<file path="src/rtl/def.sv">
// Shared opcode package: RV32I major opcodes (opcode[6:2]) and the
// encoder request kinds used by everything that builds instruction words.
package gopcode;

    typedef enum logic [2:0] {
        K_R  = 3'd0,
        K_I  = 3'd1,
        K_S  = 3'd2,
        K_B  = 3'd3,
        K_U  = 3'd4,
        K_J  = 3'd5,
        K_LI = 3'd6
    } enc_kind_e;

    localparam logic [4:0] SOP_LOAD   = 5'b00000;
    localparam logic [4:0] SOP_OP_IMM = 5'b00100;
    localparam logic [4:0] SOP_AUIPC  = 5'b00101;
    localparam logic [4:0] SOP_STORE  = 5'b01000;
    localparam logic [4:0] SOP_OP     = 5'b01100;
    localparam logic [4:0] SOP_LUI    = 5'b01101;
    localparam logic [4:0] SOP_BRANCH = 5'b11000;
    localparam logic [4:0] SOP_JALR   = 5'b11001;
    localparam logic [4:0] SOP_JAL    = 5'b11011;
    localparam logic [4:0] SOP_SYSTEM = 5'b11100;

endpackage

</file>
<file path="src/rtl/enc_pkg.sv">
// Encoder-local types and helpers: FSM states, the packer request bundle,
// opcode widening and signed-range checks on 32-bit immediates.
package enc_pkg;

    import gopcode::*;

    typedef enum logic [1:0] {
        S_IDLE  = 2'd0,
        S_EMIT1 = 2'd1,
        S_EMIT2 = 2'd2
    } enc_state_e;

    typedef struct packed {
        enc_kind_e   kind;
        logic [4:0]  sop;
        logic [2:0]  funct3;
        logic [6:0]  funct7;
        logic [4:0]  rd;
        logic [4:0]  rs1;
        logic [4:0]  rs2;
        logic [31:0] imm;
    } pack_req_t;

    localparam logic [31:0] NOP_WORD = 32'h0000_0013;

    function automatic logic [6:0] full_opcode(input logic [4:0] sop);
        return {sop, 2'b11};
    endfunction

    // A value fits N signed bits when every bit from N-1 upward agrees.
    function automatic logic fits_s12(input logic [31:0] v);
        return (&v[31:11]) || !(|v[31:11]);
    endfunction

    function automatic logic fits_s13(input logic [31:0] v);
        return (&v[31:12]) || !(|v[31:12]);
    endfunction

    function automatic logic fits_s21(input logic [31:0] v);
        return (&v[31:20]) || !(|v[31:20]);
    endfunction

endpackage

</file>
<file path="src/rtl/enc_if.sv">
// Encoder bus: request side (in_*) and instruction-word side (out_*).
// slave = encoder, master = requester/consumer.
interface enc_if;

    logic        in_valid;
    logic        in_ready;
    logic [2:0]  in_kind;
    logic [4:0]  in_sopcode;
    logic [2:0]  in_funct3;
    logic [6:0]  in_funct7;
    logic [4:0]  in_rd;
    logic [4:0]  in_rs1;
    logic [4:0]  in_rs2;
    logic [31:0] in_imm;
    logic        out_valid;
    logic        out_ready;
    logic [31:0] out_instr;
    logic        out_last;
    logic        out_err;

    modport slave (
        input  in_valid, in_kind, in_sopcode, in_funct3, in_funct7,
        input  in_rd, in_rs1, in_rs2, in_imm, out_ready,
        output in_ready, out_valid, out_instr, out_last, out_err
    );

    modport master (
        output in_valid, in_kind, in_sopcode, in_funct3, in_funct7,
        output in_rd, in_rs1, in_rs2, in_imm, out_ready,
        input  in_ready, out_valid, out_instr, out_last, out_err
    );

endinterface

</file>
<file path="src/rtl/enc_pack.sv">
// Combinational RV32I field packer for R/I/S/B/U/J kinds.
// Ports: req (request bundle) -> word (encoded instr), err (imm not encodable).
module enc_pack
    import gopcode::*;
    import enc_pkg::*;
(
    input  pack_req_t   req,
    output logic [31:0] word,
    output logic        err
);

    logic [6:0]  op;
    logic [31:0] imm;

    always_comb begin
        op   = full_opcode(req.sop);
        imm  = req.imm;
        word = NOP_WORD;
        err  = 1'b1;
        unique case (1'b1)
            req.kind == K_R: begin
                word = {req.funct7, req.rs2, req.rs1,
                        req.funct3, req.rd, op};
                err  = 1'b0;
            end
            req.kind == K_I: begin
                word = {imm[11:0], req.rs1, req.funct3, req.rd, op};
                err  = !fits_s12(imm);
            end
            req.kind == K_S: begin
                word = {imm[11:5], req.rs2, req.rs1,
                        req.funct3, imm[4:0], op};
                err  = !fits_s12(imm);
            end
            req.kind == K_B: begin
                word = {imm[12], imm[10:5], req.rs2, req.rs1,
                        req.funct3, imm[4:1], imm[11], op};
                err  = !fits_s13(imm) || imm[0];
            end
            req.kind == K_U: begin
                word = {imm[31:12], req.rd, op};
                err  = 1'b0;
            end
            req.kind == K_J: begin
                word = {imm[20], imm[10:1], imm[11],
                        imm[19:12], req.rd, op};
                err  = !fits_s21(imm) || imm[0];
            end
            default: begin
                word = NOP_WORD;
                err  = 1'b1;
            end
        endcase
    end

endmodule

</file>
<file path="src/rtl/enc.sv">
// RV32I instruction encoder: registers a request, emits one or two words
// (LI expands to LUI[+ADDI]) over a valid/ready output with 1-cycle latency.
// Ports: clk, rst_n (async active-low), bus (enc_if.slave).
module enc
    import gopcode::*;
    import enc_pkg::*;
(
    input  logic  clk,
    input  logic  rst_n,
    enc_if.slave  bus
);

    enc_state_e  state_q, state_d;
    logic [31:0] instr_q, instr_d;
    logic [31:0] word2_q, word2_d;
    logic        last_q, last_d;
    logic        err_q, err_d;

    logic        out_valid;
    logic        in_ready;
    logic        accept;
    logic        hs;

    enc_kind_e   kind;
    logic        li_small;
    logic [19:0] li_hi;
    logic [11:0] li_lo;
    logic        li_two;
    logic [31:0] addi2;

    pack_req_t   preq;
    logic [31:0] pword;
    logic        perr;

    // LI split: hi rounds so that sign-extended lo added back gives imm.
    always_comb begin
        kind     = enc_kind_e'(bus.in_kind);
        li_small = fits_s12(bus.in_imm);
        li_hi    = bus.in_imm[31:12] + {19'd0, bus.in_imm[11]};
        li_lo    = bus.in_imm[11:0];
        li_two   = (kind == K_LI) && !li_small && (li_lo != 12'd0);
        addi2    = {li_lo, bus.in_rd, 3'b000, bus.in_rd,
                    full_opcode(SOP_OP_IMM)};

        preq.kind   = kind;
        preq.sop    = bus.in_sopcode;
        preq.funct3 = bus.in_funct3;
        preq.funct7 = bus.in_funct7;
        preq.rd     = bus.in_rd;
        preq.rs1    = bus.in_rs1;
        preq.rs2    = bus.in_rs2;
        preq.imm    = bus.in_imm;

        // LI reuses the packer as ADDI rd,x0,imm or LUI rd,hi.
        if (kind == K_LI) begin
            preq.funct3 = 3'b000;
            if (li_small) begin
                preq.kind = K_I;
                preq.sop  = SOP_OP_IMM;
                preq.rs1  = 5'd0;
            end else begin
                preq.kind = K_U;
                preq.sop  = SOP_LUI;
                preq.imm  = {li_hi, 12'd0};
            end
        end
    end

    enc_pack u_pack (
        .req  (preq),
        .word (pword),
        .err  (perr)
    );

    always_comb begin
        out_valid = (state_q != S_IDLE);
        hs        = out_valid && bus.out_ready;
        in_ready  = !out_valid || (bus.out_ready && last_q);
        accept    = bus.in_valid && in_ready;

        state_d = state_q;
        instr_d = instr_q;
        word2_d = word2_q;
        last_d  = last_q;
        err_d   = err_q;

        unique case (state_q)
            S_EMIT1: begin
                if (hs && !last_q) begin
                    state_d = S_EMIT2;
                    instr_d = word2_q;
                    last_d  = 1'b1;
                    err_d   = 1'b0;
                end
            end
            default: ;
        endcase

        // Last word leaving (or idle): load a new request or go empty.
        if (accept) begin
            state_d = S_EMIT1;
            instr_d = pword;
            err_d   = perr;
            last_d  = !li_two;
            word2_d = addi2;
        end else if (hs && last_q) begin
            state_d = S_IDLE;
            instr_d = 32'd0;
            last_d  = 1'b0;
            err_d   = 1'b0;
        end
    end

    always_ff @(posedge clk or negedge rst_n) begin
        if (!rst_n) begin
            state_q <= S_IDLE;
            instr_q <= 32'd0;
            word2_q <= 32'd0;
            last_q  <= 1'b0;
            err_q   <= 1'b0;
        end else begin
            state_q <= state_d;
            instr_q <= instr_d;
            word2_q <= word2_d;
            last_q  <= last_d;
            err_q   <= err_d;
        end
    end

    assign bus.in_ready  = in_ready;
    assign bus.out_valid = out_valid;
    assign bus.out_instr = instr_q;
    assign bus.out_last  = last_q;
    assign bus.out_err   = err_q;

endmodule
</file>
<file path="src/flat_wrapper.sv">
// flat-port wrapper written by rule: the top's interface ports become plain ports
module enc_flat import gopcode::*; import enc_pkg::*;
  (clk, rst_n, bus_in_valid, bus_in_kind, bus_in_sopcode, bus_in_funct3, bus_in_funct7, bus_in_rd, bus_in_rs1, bus_in_rs2, bus_in_imm, bus_out_ready, bus_in_ready, bus_out_valid, bus_out_instr, bus_out_last, bus_out_err);
  enc_if bus_i ();
  input  logic clk;
  input  logic rst_n;
  input wire logic [$bits(bus_i.in_valid)-1:0] bus_in_valid;
  input wire logic [$bits(bus_i.in_kind)-1:0] bus_in_kind;
  input wire logic [$bits(bus_i.in_sopcode)-1:0] bus_in_sopcode;
  input wire logic [$bits(bus_i.in_funct3)-1:0] bus_in_funct3;
  input wire logic [$bits(bus_i.in_funct7)-1:0] bus_in_funct7;
  input wire logic [$bits(bus_i.in_rd)-1:0] bus_in_rd;
  input wire logic [$bits(bus_i.in_rs1)-1:0] bus_in_rs1;
  input wire logic [$bits(bus_i.in_rs2)-1:0] bus_in_rs2;
  input wire logic [$bits(bus_i.in_imm)-1:0] bus_in_imm;
  input wire logic [$bits(bus_i.out_ready)-1:0] bus_out_ready;
  output wire logic [$bits(bus_i.in_ready)-1:0] bus_in_ready;
  output wire logic [$bits(bus_i.out_valid)-1:0] bus_out_valid;
  output wire logic [$bits(bus_i.out_instr)-1:0] bus_out_instr;
  output wire logic [$bits(bus_i.out_last)-1:0] bus_out_last;
  output wire logic [$bits(bus_i.out_err)-1:0] bus_out_err;
  assign bus_i.in_valid = bus_in_valid;
  assign bus_i.in_kind = bus_in_kind;
  assign bus_i.in_sopcode = bus_in_sopcode;
  assign bus_i.in_funct3 = bus_in_funct3;
  assign bus_i.in_funct7 = bus_in_funct7;
  assign bus_i.in_rd = bus_in_rd;
  assign bus_i.in_rs1 = bus_in_rs1;
  assign bus_i.in_rs2 = bus_in_rs2;
  assign bus_i.in_imm = bus_in_imm;
  assign bus_i.out_ready = bus_out_ready;
  assign bus_in_ready = bus_i.in_ready;
  assign bus_out_valid = bus_i.out_valid;
  assign bus_out_instr = bus_i.out_instr;
  assign bus_out_last = bus_i.out_last;
  assign bus_out_err = bus_i.out_err;
  enc u_core (.clk(clk), .rst_n(rst_n), .bus(bus_i));
endmodule
</file>
<file path="config.mk">
export PLATFORM = sky130hd
export DESIGN_NAME = enc_flat
export DESIGN_NICKNAME = d
export VERILOG_FILES = /design/src/rtl/def.sv /design/src/rtl/enc_pkg.sv /design/src/rtl/enc_if.sv /design/src/rtl/enc_pack.sv /design/src/rtl/enc.sv /design/src/flat_wrapper.sv
export SDC_FILE = /design/constraint.sdc
export NUM_CORES = 1
export LEC_CHECK = 0
export ABC_AREA = 1
export CAP_MARGIN = 20
export CORE_AREA = 2 2 87 97
export CTS_BUF_LIST = sky130_fd_sc_hd__clkbuf_4 sky130_fd_sc_hd__clkbuf_8 sky130_fd_sc_hd__clkbuf_16
export DETAILED_ROUTE_END_ITERATION = 10
export DIE_AREA = 0 0 89 99
export PLACE_DENSITY = 0.85
export RECOVER_POWER = 100
export SLEW_MARGIN = 40
export SYNTH_ARGS = -nofsm -noshare
export SYNTH_HDL_FRONTEND = slang
export SYNTH_SLANG_ARGS = --single-unit
export TNS_END_PERCENT = 30
</file>
<file path="constraint.sdc">
create_clock -name clk -period 3.5 [get_ports clk]
set_input_delay 0.525 -clock clk [delete_from_list [all_inputs] [get_ports clk]]
set_output_delay 0.525 -clock clk [all_outputs]
set_load 0.02 [all_outputs]
</file>
==> impl_results.md <==
* Run status: completed
* Clock transition at path regs at 0.09 ns
* Post-Route Skew at 0.00274 ns
* #FFs+latches synth at 53
* Final Hold Viols at 0
* Area leader, netlist: dfrtp_1
* Max Clk Rate at 325 MHz
* Setup crit start kind: input pin
* Fin nets at 813
* First-pass GRT wire length at 21,700 um
* Post-synthesis cell type count at 39
* CTS tree: built
* Unrepaired setup endpoints after global routing: no
* Num ports at 105
* CTS Buf Count at 5
* Final setup fails at 0
* Critical path cell sequence: clkdlybuf4s50_1 > ha_1 > inv_1 > nor2_4 > nand2_4 > nor2_4 > nand2_4 > a21oi_1 > nor2_1 > nand2_2 > inv_2 > nor2_1 > inv_1 > a22oi_1 > o21ai_0
* Max stage delay on crit path at 0.55 ns
* Tightest Pin Transition at 1.34 ns
* Critical path class: in -> reg
* Total grt overflow at 0
* Dpl cells at 841
* Routed WL per cell at 15.9 um
* Bufs and invs on worst path at 4
* Die Footprint at 8810 um^2
* CP max FO at 22
* Syn avg cell area at 6.48 um^2
* CP delay by family, top: simple AND/OR/NAND/NOR gates
* Post-synth top area share at 0.320
* Global Route Usage Sum at 0.309
* Clock Latency Late Sink at 0.31 ns
* Core area at 7830 um^2
* Detail Placement HPWL at 10,500 um
* Post-route ant nets at 0
* Setup TNS at 0 ns
* Synthesized cell area at 4150 um^2
* Via count at 4,815
* Initial DRC count at 462
* Final Max Slew Viols at 0
* Final Cycle Share at 0.880
* Hold_buf cts at 0
* Layout cells sized above 1 at 0.0782
* Critical Path Slowest Stage Cell: clkdlybuf4s50_1
* Post-CTS setup buffer count at 0
* Clock buffer depth at 2
* Die H at 99 um
* Worst Setup SP: bus_in_imm[11]
* Pleak at 2.50 nW
* Crit end category: flop
* Power Density at 583 nW/um^2
* Total of max-cap violations at 0
* Hold Slack at 0.324 ns
* Vias per Instance at 5.66
* CTS resizes at 0
* Filler Cell Count at 711
* Post-Route WL at 13,500 um
* Num rows at 34
* Root buffer cell: clkbuf_8
* Hold/Removal Path Class: in -> async
* Clk sink count at 53
* Syn nets at 712
* Pin count of the biggest net entering global routing at 38
* Non-filler cells, final at 850
* Initial antenna violation count at 0
* Vias in the first global route at 4,489
* Synth-to-layout area growth at 30.0%
* Reg2reg start: u_core.state_q[1]
* GP Congestion at 0.992
* Starting density of the core at 0.530
* Slew HR at 0.104
* DRC errors left at 0
* Port Buffer Count at 104
* Diode count at 0
* Peak supply drop at 0.270 mV
* Register area share after synthesis at 0.320
* Synth top area cells: dfrtp_1 32%, nand2_1 17%, nor2_1 8.2%
* Worst endpoint data arrival time at 3.24 ns
* Worst Path Required at 3.66 ns
* Fin crit period at 3.08 ns
* Gate Count Post-Synth at 640
* Die span in x at 89 um
* TritonRoute pass-1 iters at 6
* Htree depth at 2
* Warnings, synthesis at 0
synth_stat cells (all sizes together):
cell type and count:
a21oi 27, a221oi 1, a22oi 5, a31oi 19
a32o 2, buf 10, clkbuf 12, dfrtp 53
ha 3, inv 66, nand2 202, nand3 52
nand4 16, nor2 102, nor3 5, o211ai 5
o21ai 39, o21bai 2, o221ai 3, o22ai 5
o311ai 1, o31ai 2, or2 2, xnor2 1
xor2 5
cells by family after synthesis:
logic type	count (synthesis)	synth area share
simple gates	379	0.405
xor+xnor	6	0.0127
compound gates	111	0.166
flops	53	0.320
fa+ha+maj	3	0.00906
buf+inv	88	0.0875
cell usage in the layout, fill, tap and decap left out, types with 2 or more instances in the layout:
cell             Yosys  final
nand3_4              2      2
nor2_2               7      7
a31oi_4              2      2
o211ai_1             5      5
nor3_1               5      5
clkdlybuf4s50_1      0     66
dlygate4sd3_1        0     37
o21ai_0             35     37
a22oi_1              5      5
clkbuf_8             0      5
buf_4                4      9
nand3_2              5      5
a21oi_1             26     27
inv_2                7      5
xor2_1               5      5
clkbuf_1            12      4
inv_1               59     61
nand3_1             45     45
ha_1                 3      3
o31ai_1              2      2
a31oi_1             17     17
o221ai_1             3      3
nor2_4               4      4
nor2_1              91     91
a32o_1               2      2
nand2_4              2      2
nand4_1             16     16
or2_2                2      2
o22ai_1              5      5
nand2_2             11     11
dfrtp_1             53     53
nand2_1            189    189
o21bai_1             2      2
final cells by class:
class / instances / area [um^2] / area share
Inverter: 66 / 248 / 0.0460
Tap cell: 108 / 135 / 0.0251
Clock inverter: 2 / 38.8 / 0.00720
Timing Repair Buffer: 116 / 1110 / 0.207
Clock buffer: 6 / 76.3 / 0.0142
Sequential cell: 53 / 1330 / 0.246
Multi-Input combinational cell: 499 / 2450 / 0.455
layer usage:
metal / routed length, um / GRT usage / part of all wire
met4: 540 / 0.118 / 0.040
met2: 6700 / 0.534 / 0.50
met5: 0 / 0 / 0
met3: 1010 / 0.0360 / 0.075
met1: 5240 / 0.388 / 0.39
metrics by stage:
stage                      util  worst slack, ns  power (mW)  cell area (um^2)
after floorplan               -             1.18        2.05              4150
after global placement    0.675            0.236        2.75              5280
after detailed placement  0.675            0.143        2.80              5280
after CTS                 0.690            0.466        3.22              5400
after global routing      0.689            0.100        3.35              5390
final                     0.689            0.419        3.14              5390
flip-flops by register name, summed over array words and instances (netlist names):
signal                cells
u_core.bus.out_err        1
u_core.bus.out_last       1
u_core.word2_q           18
u_core.bus.out_instr     31
u_core.state_q            2
final timing paths:
check | cells past startpoint | slack, ns | end
setup / recovery | 15 | 0.42 | u_core.bus.out_instr[13]
hold / removal | 1 | 0.32 | u_core.bus.out_instr[5]
setup reg to reg | 7 | 0.80 | u_core.bus.out_instr[27]
hold reg to reg | 2 | 0.48 | u_core.bus.out_instr[5]
max in group asynchronous | 3 | 0.84 | u_core.word2_q[20]
min in group clk | 2 | 0.48 | u_core.bus.out_instr[5]
power breakdown:
| part | switching, mW | total, mW | internal, mW |
|---|---|---|---|
| logic | 0.998 | 1.64 | 0.639 |
| registers | 0.163 | 1.08 | 0.914 |
| clock network | 0.205 | 0.428 | 0.223 |
(Power assumes the default switching activity.)
